**src/rtl/ssd_scan_scheduler.sv**
```systemverilog
// Eight-digit 7-segment scan scheduler.
// A primary source (game status) is shown continuously; an overlay source can
// take the display for a programmed number of whole frames. Anodes and
// cathodes are active-low; every digit slot ends with a dead-time guard where
// all anodes are off. The displayed source and its data are latched only at
// frame boundaries, so a frame never mixes two sources or two data values.
//
// Handshake (overlay): b_req is a level held by the requester until it sees
// b_ack. While the block is idle, a b_req high at a rising clk edge is
// accepted: b_digits/b_hold are captured on that edge, b_ack is high for
// exactly the following cycle, and b_busy stays high until the overlay has
// finished. b_req seen while b_busy is high is ignored; there is no
// back-pressure other than withholding b_ack.
module ssd_scan_scheduler #(
  parameter int SCAN_DIV = 131072,
  parameter int GUARD    = 256
) (
  input  logic        clk,
  input  logic        rst_n,
  input  logic [31:0] a_digits,
  input  logic [7:0]  a_dp,
  input  logic        a_lzs,
  input  logic        b_req,
  input  logic [31:0] b_digits,
  input  logic [7:0]  b_hold,
  output logic        b_ack,
  output logic        b_busy,
  output logic [7:0]  an,
  output logic [7:0]  seg,
  output logic        frame_tick,
  output logic        src_is_b
);

  localparam int ON_LEN = SCAN_DIV - GUARD;
  localparam int CW     = $clog2(SCAN_DIV);

  typedef enum logic {
    S_ON    = 1'b0,
    S_GUARD = 1'b1
  } scan_state_t;

  typedef enum logic [1:0] {
    O_IDLE = 2'd0,
    O_PEND = 2'd1,
    O_SHOW = 2'd2
  } ovl_state_t;

  // Scan state
  scan_state_t scan_state;
  logic [CW-1:0] cnt;
  logic [2:0]    idx;

  // Frame snapshot of the chosen source
  logic [31:0] snap_digits;
  logic [7:0]  snap_dp;
  logic        snap_lzs;

  // Overlay state and captured request
  ovl_state_t  ovl_state;
  logic [7:0]  ovl_cnt;
  logic [31:0] ovl_digits;
  logic [7:0]  ovl_hold;

  // Next-state values
  scan_state_t nxt_scan_state;
  logic [CW-1:0] nxt_cnt;
  logic [2:0]    nxt_idx;
  logic [31:0]   nxt_snap_digits;
  logic [7:0]    nxt_snap_dp;
  logic          nxt_snap_lzs;
  logic [7:0]    nxt_an;
  logic [7:0]    nxt_seg;
  logic          boundary;
  logic          pick_b;
  logic          last_on;
  logic          last_guard;

  // Segment pattern {a,b,c,d,e,f,g} for a hex nibble, active-low
  function automatic logic [6:0] hex_to_seg(input logic [3:0] nib);
    logic [6:0] s;
    case (nib)
      4'h0: s = 7'b0000001;
      4'h1: s = 7'b1001111;
      4'h2: s = 7'b0010010;
      4'h3: s = 7'b0000110;
      4'h4: s = 7'b1001100;
      4'h5: s = 7'b0100100;
      4'h6: s = 7'b0100000;
      4'h7: s = 7'b0001111;
      4'h8: s = 7'b0000000;
      4'h9: s = 7'b0000100;
      4'hA: s = 7'b0001000;
      4'hB: s = 7'b1100000;
      4'hC: s = 7'b0110001;
      4'hD: s = 7'b1000010;
      4'hE: s = 7'b0110000;
      default: s = 7'b0111000;
    endcase
    return s;
  endfunction

  // Full cathode byte for digit i, including leading-zero blanking.
  // Digit i>=1 blanks when it and every digit to its left are zero.
  function automatic logic [7:0] digit_seg(input logic [31:0] d,
                                           input logic [7:0]  dp,
                                           input logic        lzs,
                                           input logic [2:0]  i);
    logic [4:0]  sh;
    logic [3:0]  nib;
    logic [31:0] upper;
    logic [7:0]  r;
    sh    = {i, 2'b00};
    nib   = d[sh +: 4];
    upper = d >> sh;
    if (lzs && (i != 3'd0) && (upper == 32'd0))
      r = 8'hFF;
    else
      r = {hex_to_seg(nib), ~dp[i]};
    return r;
  endfunction

  // Scan sequencing, frame-boundary source selection and next pin values
  always_comb begin
    nxt_scan_state  = scan_state;
    nxt_cnt         = cnt;
    nxt_idx         = idx;
    nxt_snap_digits = snap_digits;
    nxt_snap_dp     = snap_dp;
    nxt_snap_lzs    = snap_lzs;
    nxt_an          = 8'hFF;
    nxt_seg         = 8'hFF;

    last_on    = (cnt == CW'(ON_LEN - 1));
    last_guard = (cnt == CW'(GUARD - 1));

    case (scan_state)
      S_ON: begin
        if (last_on) begin
          nxt_scan_state = S_GUARD;
          nxt_cnt        = '0;
        end else begin
          nxt_cnt = cnt + CW'(1);
        end
      end
      default: begin
        if (last_guard) begin
          nxt_scan_state = S_ON;
          nxt_cnt        = '0;
          nxt_idx        = idx + 3'd1;
        end else begin
          nxt_cnt = cnt + CW'(1);
        end
      end
    endcase

    boundary = (scan_state == S_GUARD) && last_guard && (idx == 3'd7);

    // The last SHOW frame is the one where the count would reach zero; that
    // boundary already hands the display back to the primary source.
    pick_b = (ovl_state == O_PEND) ||
             ((ovl_state == O_SHOW) && (ovl_cnt != 8'd1));

    if (boundary) begin
      if (pick_b) begin
        nxt_snap_digits = ovl_digits;
        nxt_snap_dp     = 8'h00;
        nxt_snap_lzs    = 1'b0;
      end else begin
        nxt_snap_digits = a_digits;
        nxt_snap_dp     = a_dp;
        nxt_snap_lzs    = a_lzs;
      end
    end

    if (nxt_scan_state == S_ON) begin
      nxt_an  = ~(8'b0000_0001 << nxt_idx);
      nxt_seg = digit_seg(nxt_snap_digits, nxt_snap_dp, nxt_snap_lzs, nxt_idx);
    end
  end

  // Scan registers, snapshot and registered display pins
  always_ff @(posedge clk or negedge rst_n) begin
    if (!rst_n) begin
      scan_state  <= S_GUARD;
      cnt         <= '0;
      idx         <= 3'd7;
      snap_digits <= 32'd0;
      snap_dp     <= 8'd0;
      snap_lzs    <= 1'b0;
      an          <= 8'hFF;
      seg         <= 8'hFF;
      frame_tick  <= 1'b0;
      src_is_b    <= 1'b0;
    end else begin
      scan_state  <= nxt_scan_state;
      cnt         <= nxt_cnt;
      idx         <= nxt_idx;
      snap_digits <= nxt_snap_digits;
      snap_dp     <= nxt_snap_dp;
      snap_lzs    <= nxt_snap_lzs;
      an          <= nxt_an;
      seg         <= nxt_seg;
      frame_tick  <= boundary;
      if (boundary)
        src_is_b <= pick_b;
    end
  end

  // Overlay request FSM: accept, wait for a boundary, show for hold frames
  always_ff @(posedge clk or negedge rst_n) begin
    if (!rst_n) begin
      ovl_state  <= O_IDLE;
      ovl_cnt    <= 8'd0;
      ovl_digits <= 32'd0;
      ovl_hold   <= 8'd0;
      b_ack      <= 1'b0;
      b_busy     <= 1'b0;
    end else begin
      b_ack <= 1'b0;
      case (ovl_state)
        O_IDLE: begin
          if (b_req) begin
            ovl_digits <= b_digits;
            ovl_hold   <= (b_hold == 8'd0) ? 8'd1 : b_hold;
            b_ack      <= 1'b1;
            b_busy     <= 1'b1;
            ovl_state  <= O_PEND;
          end
        end
        O_PEND: begin
          if (boundary) begin
            ovl_cnt   <= ovl_hold;
            ovl_state <= O_SHOW;
          end
        end
        O_SHOW: begin
          if (boundary) begin
            if (ovl_cnt == 8'd1) begin
              ovl_cnt   <= 8'd0;
              ovl_state <= O_IDLE;
              b_busy    <= 1'b0;
            end else begin
              ovl_cnt <= ovl_cnt - 8'd1;
            end
          end
        end
        default: begin
          ovl_state <= O_IDLE;
          b_busy    <= 1'b0;
        end
      endcase
    end
  end

endmodule
```
**config.mk**
```make
export PLATFORM = sky130hd
export DESIGN_NAME = ssd_scan_scheduler
export DESIGN_NICKNAME = d
export VERILOG_FILES = /design/src/rtl/ssd_scan_scheduler.sv
export SDC_FILE = /design/constraint.sdc
export NUM_CORES = 1
export LEC_CHECK = 0
export BUFFER_PORTS_ARGS = -buffer_cell sky130_fd_sc_hd__buf_2
export CORE_MARGIN = 2
export CORE_UTILIZATION = 55
export CTS_BUF_LIST = sky130_fd_sc_hd__clkbuf_4
export CTS_CLUSTER_DIAMETER = 200
export DETAILED_ROUTE_END_ITERATION = 8
export GPL_TIMING_DRIVEN = 0
export HOLD_SLACK_MARGIN = 0.05
export PLACE_DENSITY = 0.76
export SLEW_MARGIN = 5
export SYNTH_ARGS = -nofsm -noshare
export SYNTH_HDL_FRONTEND = slang
export SYNTH_SLANG_ARGS = --single-unit
```
**constraint.sdc**
```tcl
create_clock -name clk -period 12 [get_ports clk]
set_clock_uncertainty 0.15 [all_clocks]
set_input_delay 0.6 -clock clk [delete_from_list [all_inputs] [get_ports clk]]
set_output_delay 0.6 -clock clk [all_outputs]
set_load 0.005 [all_outputs]
```
==> results of run 1 <==
## through the flow
| step | instance area [um^2] | util (%) |
|---|---|---|
| finish | 9130 | 63.3 |
| floorplan | 8080 | - |
| CTS | 9130 | 63.3 |
| global placement | 8830 | 61.2 |
| detailed placement | 8860 | 61.4 |
| global route | 9130 | 63.3 |
## what timing repair did
action | in CTS | in global routing
resized for setup | 0 | 0
hold buffers | 1 | 0
endpoints found under the hold margin | 42 | 0
## flip-flops by register name, indices dropped and copies added, names as in the netlist
name         flops
an               8
b_ack            1
b_busy           1
cnt             17
frame_tick       1
idx              3
ovl_cnt          8
ovl_digits      32
ovl_hold         8
ovl_state        2
scan_state       1
seg              8
snap_digits     32
snap_dp          8
snap_lzs         1
src_is_b         1
## power groups by stage
stage	clock [W]	sequential [W]	combinational [W]
6_report	0.000281	0.000545	0.000221
5_1_grt	0.000309	0.000552	0.000240
4_1_cts	0.000289	0.000543	0.000218
3_5_place_dp	0	0.000551	0.000217
3_3_place_gp	0	0.000549	0.000211
2_1_floorplan	0	0.000534	0.000146
## layout make-up
class,count,area [um^2],area share [%]
antenna,1,2.50,0.0274
timing repair buffer,105,559,6.12
buffer,63,284,3.11
clock inverter,13,116,1.27
multi-input combinational,657,4410,48.2
inverter,17,63.8,0.699
tap,184,230,2.52
clock buffer,19,143,1.56
sequential,132,3330,36.4
## path summary, 6_finish.rpt
| check | start | end | cells past startpoint |
|---|---|---|---|
| min | b_digits[1] | ovl_digits[1] | 2 |
| min in group asynchronous | rst_n | cnt[5] | 2 |
| max reg2reg | idx[0] | seg[6] | 16 |
| max in group asynchronous | rst_n | ovl_hold[7] | 3 |
| max | idx[0] | seg[6] | 16 |
| min reg2reg | snap_dp[4] | snap_dp[4] | 2 |
## cell families after synthesis
logic type | Yosys count
fa+ha+maj | 11
simple gates | 339
compound gates | 203
mux | 88
xor+xnor | 16
buf+inv | 80
flops | 132
## cell usage in the layout (no fill, tap or decap), types with 7 or more instances in the layout
cell type / instances
a311oi_1: 21
ha_1: 11
mux2i_1: 40
nand3_1: 49
nor4_1: 9
dfrtp_1: 112
inv_1: 15
and3_1: 32
a21oi_1: 32
nor3_1: 38
or3_1: 9
clkbuf_1: 38
xnor2_1: 8
o211ai_1: 8
clkbuf_4: 19
dfstp_2: 20
nand4_1: 11
nand2_1: 89
o21ai_0: 56
nand2b_1: 8
mux2_2: 47
buf_2: 116
nor2_1: 60
xor2_1: 8
a221o_1: 24
clkinv_1: 7
## metal layers
metal  vias up  wire [um]  GRT usage, %
li1       3508          -             -
met4         0        567          10.5
met2       322      10600          46.8
met5         -          0             0
met3        50       1630          6.46
met1      3553       9720          39.5
## critical path, delay by kind of cell, from the launching register on
kind	cells	cell delay, ns
fa+ha+maj	3	0.62
flops	1	0.60
mux	1	0.19
buf+inv	4	1.24
compound gates	6	1.61
simple gates	2	0.64
==> out/metrics.cfg, run 1 <==
[floorplanning]
die_y_um=125
die_area_um2=15700
core_um2=14400
start_util_pct=56.0
io_pins=104
die_w_um=125
fp-row-count=44

[pwr]
combPwrFrac_pct=21.1
power_per_cell_area_nw_per_um2=115
internal_power_w=0.000731
p_leak_nw=3.91
power.total_w=0.00105
p_clk_share_pct=26.9
ir_drop_v=0.000134
pwr-share-seq_pct=52.1
power.switching_w=0.000315
p_sw_share_pct=30.1

[yosys]
synth_area_leaders=dfrtp_1, mux2_2, dfstp_2, mux2i_1, nand2_1
synth_most_common_cell=dfrtp_1
synthesis.area_um2=8080
async_reset_ff_share_pct=100
yosysWarningCount=0
synth_xor_area_share_pct=1.73
syn_nets=964
synth_common_cells=dfrtp_1, nand2_1, nor2_1, o21ai_0, nand3_1
synth_compound_area_share_pct=17.9
synth_area_leader_cell=dfrtp_1
netlist.area_leader.share_pct=34.7
synthMuxAreaShare_pct=11.7
ys_types=71
synth-edff-count=0
seq_area_frac_synth_pct=41.2
avgSynthCellArea_um2=9.30
yosys.area_share.simple_pct=21.5
synthCells=869
yosys.area_share.adder_pct=1.70
synth_seq_cells=132
synth-main-ff-cell=dfrtp_1
synth_top_family_by_area=simple AND/OR/NAND/NOR gates

[worst_hold_path]
hp-class=in2reg

[clocking]
cts-root-buf=clkbuf_4
clock_path_buffers=2
cts.sinks=132
clock_latency_ns=0.56
cts_setup_buffers=0
path_clk_slew_ns=0.12
htreeDepth=4
cts_tree=built
cts_buffers=17

[sta]
worst_hold_slack_ns=0.116
fin_crit_sh_pct=42.6
period_needed_ns=5.11
slew_violations=0
slew_headroom_pct=31.6
rsz0062_at_grt=false
hold_violations=0
fin_tns_setup_ns=0
fmax_mhz=196
setup_viol=0
tightest_slew_ns=1.02
postLayoutSetupSlackWorst_ns=6.89

[finish]
finalNonFillerCells=1191
drive_gt1_share_pct=24.0
nets=1088
fillers=1276
synthToLayoutAreaGrowth_pct=13.0

[setup_path]
worstPathArrival_ns=5.45
cp_max_fo=10
cp-end-kind=flip-flop
worst_path_largest_cell_delay_ns=0.60
cp_slowest_cell=dfstp_2
cp_common_cell=ha_1
cp-start-kind=flip-flop
worstPathRequired_ns=12.34
critPathKind=reg2reg
path_cells=ha_1, ha_1, clkbuf_1, inv_1, nor3_4, buf_2, buf_2, mux2i_1, o21ai_0, o21ba_2, o31ai_2, ha_1, o211a_1, o2111ai_1, o31ai_4, or3_1
r2r_setup_slack_ns=6.89

[routing]
drt-total-wl_mm=22.5
dr.pass1.iters=6
vias=7433
drtIter0Drc=544
vias_per_cell=6.24
wl_per_cell_um=18.9
drc=0
antenna_left=0

[global_route]
gr-usage-all-layers_pct=29.3
grt_pass1_vias=6981
grt-ovfl-total=0
antenna_found_initial=1
grt_max_degree=71
grt_pass1_wl_mm=36.8

[placement]
place.gp.congestion=0.993
port-buffer-count=103
place_ws_ns=6.99
hpwl_mm=16.8
dp_cells=1157

[status]
outcome=finished, final reports clean

[flow_run]
cap_violations=0

Note: power is estimated with default switching activity, not from simulation.
==> run 2: changes to the inputs <==
==> constraint.sdc (replaced) <==
create_clock -name clk -period 4.8 [get_ports clk]
set_clock_uncertainty 0.15 [all_clocks]
set_input_delay 0.24 -clock clk [delete_from_list [all_inputs] [get_ports clk]]
set_output_delay 0.24 -clock clk [all_outputs]
set_load 0.005 [all_outputs]
==> run 2 against run 1 <==
Final area is 8.5% higher. Register-to-register slack worse by 6.6 ns. First-iteration DRC count is 11% higher. Sequential cell count stayed put. Non-clock buffer count is 74 higher. Wire length is 10% higher. Fmax is 14% higher. Die area stayed put. Largest power group unchanged.
==> out/metrics.cfg, run 2 (synthesized netlist as in run 1, its figures left out) <==
[clocking]
cts-root-buf=clkbuf_4
path_clk_slew_ns=0.11
clock_path_buffers=2
cts_tree=built
cts.sinks=132
cts_buffers=17
clock_latency_ns=0.56
htreeDepth=4

[global_route]
antenna_found_initial=1
grtUsageMet3_pct=6.33
grt_pass1_vias=7602
grt-ovfl-total=0
top_usage_layer=met2
grt_max_degree=71
use_met2_pct=52.2
met1_usage_pct=41.7
gr-usage-all-layers_pct=32.0
grt_pass1_wl_mm=40.1

[routing]
drtIter0Drc=605
drt-total-wl_mm=24.8
drc=0
vias_per_cell=6.27
antenna_left=0
vias=7926
dr.pass1.iters=7
wl_per_cell_um=19.6

[sta]
hold_violations=0
tightest_slew_ns=1.09
fin_tns_setup_ns=0
setup_viol=0
slew_violations=0
rsz0062_at_grt=false
period_needed_ns=4.49
fmax_mhz=223
postLayoutSetupSlackWorst_ns=0.310
fin_crit_sh_pct=93.5
slew_headroom_pct=27.4

[finish]
fillers=1126
layout_common_cells=buf_2, dfrtp_1, nand2_1
layout_commonest_cell=buf_2
reg_top3=ovl_digits (32), snap_digits (32), cnt (17)
finalNonFillerCells=1265
final_util_pct=68.7
drive_gt1_share_pct=23.0
nets=1162
synthToLayoutAreaGrowth_pct=22.6

[setup_path]
worstPathArrival_ns=4.83
cp_max_fo=10
critPathKind=reg2reg
path_cells=clkbuf_1, clkbuf_1, buf_1, o21ai_0, a311oi_2, nand3_1, nand3_2, nor2_1, o31ai_4, ha_1, o211a_1, o2111ai_1, o31ai_4, or3_1
cp-start-kind=flip-flop
worst_path_largest_cell_delay_ns=0.53
reg2reg_depth=14
cp-end-kind=flip-flop
cp_slowest_cell=dfrtp_1
worstPathRequired_ns=5.14

[floorplanning]
die_area_um2=15700
die_w_um=125
core_um2=14400
die_y_um=125
fp-row-count=44
io_pins=104
start_util_pct=56.0

[placement]
hpwl_mm=16.8
place_ws_ns=-0.213
dp_cells=1157
place.gp.congestion=0.993
port-buffer-count=103

[pwr]
p_leak_nw=4.23
ir_drop_v=0.000338
power_per_cell_area_nw_per_um2=272
power.total_w=0.00270

[flow_run]
cap_violations=0

[worst_hold_path]
hp-class=in2async

[status]
outcome=finished, final reports clean

## run 2: cell types whose count changed in the layout (fill, tap and decap cells not counted), sizes merged
cell	before	now
dlygate4sd3	1	75
buf	129	130
clkbuf	57	56
clkinv	10	9
clkinvlp	3	4
## run 2: what timing repair did
action,4_1_cts,5_1_grt
pin swaps,1,0
endpoints found under the setup margin,8,8
gates resized for setup,3,5
buffers inserted,1,0
hold endpoints to repair,206,0
hold buffers,75,0
## run 2: path summary, 6_finish.rpt
check / startpoint / endpoint / slack [ns]
min in group clk: a_digits[10] / snap_digits[10] / 0.09
min reg2reg: snap_dp[4] / snap_dp[4] / 0.32
min: rst_n / cnt[5] / 0.07
max: ovl_state[1] / seg[6] / 0.31
max in group asynchronous: rst_n / snap_digits[25] / 3.68
max reg2reg: ovl_state[1] / seg[6] / 0.31
## run 2: area by class of cell
class / count / area (um^2) / area share, %
diodes: 1 / 2.50 / 0.0253
plain buffers: 62 / 282 / 2.84
clock buffers: 19 / 143 / 1.44
clock inverters: 13 / 116 / 1.17
inverters: 17 / 67.6 / 0.682
multi-input cells: 657 / 4430 / 44.7
flip-flops and latches: 132 / 3330 / 33.6
well taps: 184 / 230 / 2.32
repair buffers: 180 / 1310 / 13.2
## run 2: metal layers
layer	up-vias	wire length, um	part of all wire (%)
met4	0	841	3.4
met5	-	0	0
met2	342	11900	48
li1	3646	-	-
met1	3868	10300	42
met3	70	1730	7.0
## run 2: report_power, final
group,switching [W],internal [W],total (W)
logic,0.000306,0.000313,0.000620
clock network,0.000402,0.000308,0.000710
registers,0.000120,0.00125,0.00137
## run 2: worst max-delay path, delay by kind of cell (launching register included)
family,cells,cell delay [ns]
buf+inv,3,1.21
compound gates,6,1.70
fa+ha+maj,1,0.28
simple gates,4,0.55
flops,1,0.53
## run 2: through the flow
step	instance area, um^2	hold WS, ns
floorplan	8080	-0.206
global placement	8830	0.296
detailed placement	8860	0.102
CTS	9890	0.0501
global route	9910	0.0701
finish	9910	0.0692
